`config.mk`:
```
export PLATFORM = sky130hd
export DESIGN_NAME = reg_wr_arbiter
export DESIGN_NICKNAME = d
export VERILOG_FILES = /design/src/rtl/reg_wr_arbiter.sv
export SDC_FILE = /design/constraint.sdc
export NUM_CORES = 1
export LEC_CHECK = 0
export ABC_AREA = 1
export BUFFER_PORTS_ARGS = -buffer_cell sky130_fd_sc_hd__buf_2
export CAP_MARGIN = 20
export CORE_MARGIN = 8
export CORE_UTILIZATION = 49
export CTS_CLUSTER_SIZE = 14
export DETAILED_ROUTE_END_ITERATION = 8
export GPL_TIMING_DRIVEN = 0
export PLACE_DENSITY = 0.95
export SLEW_MARGIN = 25
export SYNTH_ARGS = -nofsm -noshare
export SYNTH_HDL_FRONTEND = slang
export SYNTH_SLANG_ARGS = --single-unit
```
`constraint.sdc`:
```
create_clock -name CLK -period 3.7 [get_ports CLK]
set_clock_uncertainty 0.05 [all_clocks]
set_input_delay 0.74 -clock CLK [delete_from_list [all_inputs] [get_ports CLK]]
set_output_delay 0.74 -clock CLK [all_outputs]
set_load 0.05 [all_outputs]
```
`src/rtl/reg_wr_arbiter.sv`:
```
// Round-robin write arbiter sharing one holding register among NREQ requesters,
// with optional ownership lock for burst writes and a bounded lock timeout.
module reg_wr_arbiter #(
   parameter int NREQ    = 4,
   parameter int DW      = 32,
   parameter int MAXLOCK = 8,
   parameter int IW      = $clog2(NREQ)
) (
   input  logic               CLK,
   input  logic               RST,
   input  logic [NREQ-1:0]    req,
   input  logic [NREQ-1:0]    lock,
   input  logic [NREQ*DW-1:0] din,
   output logic [NREQ-1:0]    ack,
   output logic [DW-1:0]      qout,
   output logic               upd,
   output logic [IW-1:0]      owner,
   output logic               locked
);

   localparam int            CW        = (MAXLOCK > 1) ? $clog2(MAXLOCK) : 1;
   localparam logic [CW-1:0] LCNT_LAST = (MAXLOCK > 0) ? CW'(MAXLOCK - 1) : '0;
   localparam logic [IW-1:0] LAST_IDX  = IW'(NREQ - 1);

   typedef enum logic {ST_IDLE, ST_LOCKED} state_t;

   state_t        state, state_nx;
   logic [IW-1:0] ptr, ptr_nx;
   logic [IW-1:0] lown, lown_nx;
   logic [CW-1:0] lcnt, lcnt_nx;
   logic          we;
   logic [IW-1:0] wsel;
   logic [DW-1:0] wdata;
   logic          found;
   logic [IW-1:0] rr_win;

   // Wrap explicitly so non-power-of-two NREQ never lands on an unused index.
   function automatic logic [IW-1:0] next_idx(input logic [IW-1:0] i);
      return (i == LAST_IDX) ? '0 : i + IW'(1);
   endfunction

   always_comb begin
      int j;
      found  = 1'b0;
      rr_win = ptr;
      j      = 0;
      for (int k = 0; k < NREQ; k++) begin
         j = int'(ptr) + k;
         if (j >= NREQ) j = j - NREQ;
         if (!found && req[j]) begin
            found  = 1'b1;
            rr_win = IW'(j);
         end
      end
   end

   always_comb begin
      state_nx = state;
      ptr_nx   = ptr;
      lown_nx  = lown;
      lcnt_nx  = lcnt;
      we       = 1'b0;
      wsel     = '0;
      ack      = '0;
      case (state)
         ST_IDLE: begin
            if (found) begin
               we     = 1'b1;
               wsel   = rr_win;
               ptr_nx = next_idx(rr_win);
               if (lock[rr_win]) begin
                  state_nx = ST_LOCKED;
                  lown_nx  = rr_win;
                  lcnt_nx  = '0;
               end
            end
         end
         ST_LOCKED: begin
            we      = req[lown];
            wsel    = lown;
            lcnt_nx = lcnt + CW'(1);
            if (!lock[lown] || ((MAXLOCK != 0) && (lcnt == LCNT_LAST))) begin
               state_nx = ST_IDLE;
               ptr_nx   = next_idx(lown);
            end
         end
         default: state_nx = ST_IDLE;
      endcase
      if (we && !RST) ack[wsel] = 1'b1;
   end

   always_comb begin
      wdata = '0;
      for (int i = 0; i < NREQ; i++) begin
         if (IW'(i) == wsel) wdata = din[i*DW +: DW];
      end
   end

   // Reset wins over any pending write, including one in the middle of a burst.
   always_ff @(posedge CLK) begin
      if (RST) begin
         state <= ST_IDLE;
         ptr   <= '0;
         lown  <= '0;
         lcnt  <= '0;
         qout  <= '0;
         upd   <= 1'b0;
         owner <= '0;
      end else begin
         state <= state_nx;
         ptr   <= ptr_nx;
         lown  <= lown_nx;
         lcnt  <= lcnt_nx;
         upd   <= we;
         if (we) begin
            qout  <= wdata;
            owner <= wsel;
         end
      end
   end

   assign locked = (state == ST_LOCKED);

endmodule

```
==> metrics.txt <==
Area contributors post-synth=dfxtp_1, nand2_1, nand3_1; pin count of the biggest net entering global routing=16; FF/Latch Area=between 800 and 900 µm²; asr flop ratio synth=0; Area growth, synth to finish=32.9%; RSZ-0062 raised after global routing=no; Root Driver=clkbuf_8; port bufs=between 150 and 200; DP HPWL=~9800 µm; number of flops mapped to enable cells by yosys=0; clk sink count=43; Worst EP required=about 2.9 ns; Initial DRC Count=~250; worst-case reg-to-reg path depth=17; Cell Area, Synth=approximately 3300 µm²; global-route wire length before repair=about 20,000 µm; setup_tns=0 ns; Crit Reg-Reg Endpoint=qout[18]; Worst path top cell family by delay=simple AND/OR/NAND/NOR gates; synth cell count leaders=nand2_1, nand3_1, inv_1; Peak Freq=slightly below 300 MHz; Total Routed Length=between 10,000 and 15,000 µm; CTS tree=yes; grt met3 use=0.0775; Post-CTS Resized=0; Slew Viols, Final=0; Setup CP Type=in -> out; clock tree buffer depth=2; die width=just under 100 µm; H-tree depth=2; status=finished clean; fin crit share=0.934; class of the worst hold path=reg -> reg; CP arrival=2.67 ns; beginning of the critical path=req[2]; Clock transition at path regs=~0.090 ns; Cells after Synth=about 520; Post-Syn Area per Cell=about 6.3 µm²; die area=slightly below 10,000 µm²; footprint of the multi-input gates=approximately 2000 µm²; RR Startpoint=ptr[0]; CORE AREA=6640 µm²; vias in the first global route=approximately 4,200; met2 Usage GRT=0.453; post-synth top area share=0.261; DRC viols=0; Layout fillers=625; Num CTS Buffers=5; layout cells sized above 1=0.365; flop2flop setup slack=about 1.2 ns; post-synthesis cell type count=32; CP endpoint=ack[2]; CP Depth=17; GR Util met1=0.268; Worst Path Max Fanout=10; grt peak-use layer=met2; max incr delay on CP=0.25 ns; Least-Margin Pin Slew=about 0.7 ns; critical path startpoint category=input port; Max Cap Viol=0; global-route usage over all layers=0.250; initial antenna violation count=0; Slew headroom=0.544; post-route cell area=roughly 4400 µm²; Tmin final=about 3.5 ns; Yosys top cell by area=dfxtp_1; Slowest-stage cell, CP=clkbuf_4; Setup Fix Bufs, Post-CTS=0; Congestion Overflow GR=0; Boundary Pins=roughly 180; WP buf/inv=6; Yosys Warn Count=0; clock latency on the worst-skew pair=0.29 ns; Rows=30; DRT Pass-1 Iters=4; top-count cell post-synth=nand2_1; fin nets=849; GP Congestion=between 0.8 and 0.9; Yosys reg bits=43; cts hold-fix bufs=0; vias per cell=5.27; die height=98.1 µm; Seq/Total Area, Yosys=0.261; Min-Delay Startpoint=qout[20]; Initial Util=0.497; Avg WL per Cell=between 15 and 20 µm; Final Hold Viols=0; Net Count, Synth=approximately 670; final antenna-violating net count=0; Main synth FF type=dfxtp_1; Hold WS=between 0.4 and 0.5 ns; Post-DP Area=~4300 µm²; Final Setup Violations=0; CP Capture Type=output port; Cell Chain, Critical Path=buf_2 > inv_1 > nand2_1 > nand3_1 > nand2_2 > nor2_8 > nand2_2 > nand2_1 > nand2_1 > nand2_2 > nand3_4 > nand2_8 > buf_12 > buf_4 > inv_1 > nor3_2 > clkbuf_4; vias=slightly above 4,000; Ant. Diodes=0
[placed cells by master (no fill, tap or decap), types with 2 or more instances in the layout]
cell / count
buf_2: 184
nand2_1: 154
nand3_1: 63
inv_1: 46
dfxtp_1: 42
o21ai_0: 33
nor2_1: 29
nand4_1: 25
o21ai_1: 19
a21oi_1: 15
a21oi_2: 15
clkbuf_1: 12
nand2_2: 11
nand3_2: 8
buf_6: 7
buf_4: 6
or2_2: 5
clkbuf_8: 5
inv_2: 3
nor3_1: 3
ha_1: 3
nor2_8: 2
o211ai_1: 2
a221oi_1: 2
clkinvlp_4: 2
[worst register-to-register path, cell delays in order (launching register included)]
cell	delay [ns]
dfxtp_1	0.30
buf_4	0.16
inv_4	0.10
nand2_1	0.07
nand2_2	0.10
nand2_1	0.05
nand2_1	0.13
inv_1	0.07
nand3_2	0.10
inv_1	0.05
nand2_1	0.06
o21ai_1	0.20
inv_1	0.12
buf_2	0.21
clkbuf_1	0.34
nand2_1	0.12
nor2_1	0.14
nor2_1	0.05
[through the flow]
step / cells / worst slack (ns) / util
floorplan: 524 / -0.0775 / -
global placement: 781 / 0.278 / 0.646
detailed placement: 781 / 0.217 / 0.646
CTS: 789 / 0.159 / 0.660
global route: 789 / 0.0203 / 0.661
finish: 789 / 0.244 / 0.661
[final cells by class]
class	instances	area share
Multi-Input combinational cell	395	0.458
Tap cell	80	0.0228
Sequential cell	43	0.196
Clock inverter	3	0.00542
Clock buffer	5	0.0157
Buffer	35	0.0556
Timing Repair Buffer	177	0.202
Inverter	51	0.0442
[layer usage]
| metal | routed length, µm | part of all wire |
|---|---|---|
| met1 | 4810 | 0.40 |
| met2 | 6090 | 0.50 |
| met3 | 941 | 0.078 |
| met4 | 250 | 0.021 |
| met5 | 0 | 0 |
[worst min path at each step]
stage,endpoint,slack (ns),cells after the start
after global placement,qout[26],0.40,2
after global routing,qout[22],0.44,2
after CTS,qout[20],0.42,2
after floorplan,lcnt[1],0.41,2
final,qout[20],0.41,2
after detailed placement,qout[20],0.40,2
[state kept, by name (all words and copies together), names as in the netlist]
name and cells:
lcnt 3, locked 1, lown 2, owner 2, ptr 2, qout 32, upd 1
[kinds of logic after synthesis]
group           count (synthesis)  share of synthesized area
simple gates                  305                      0.442
compound gates                 87                      0.153
buf+inv                        86                      0.133
flops                          43                      0.261
fa+ha+maj                       3                     0.0114
Power is not shown: default switching activity piles up to over one toggle a cycle in this logic, so the estimate is an artifact.
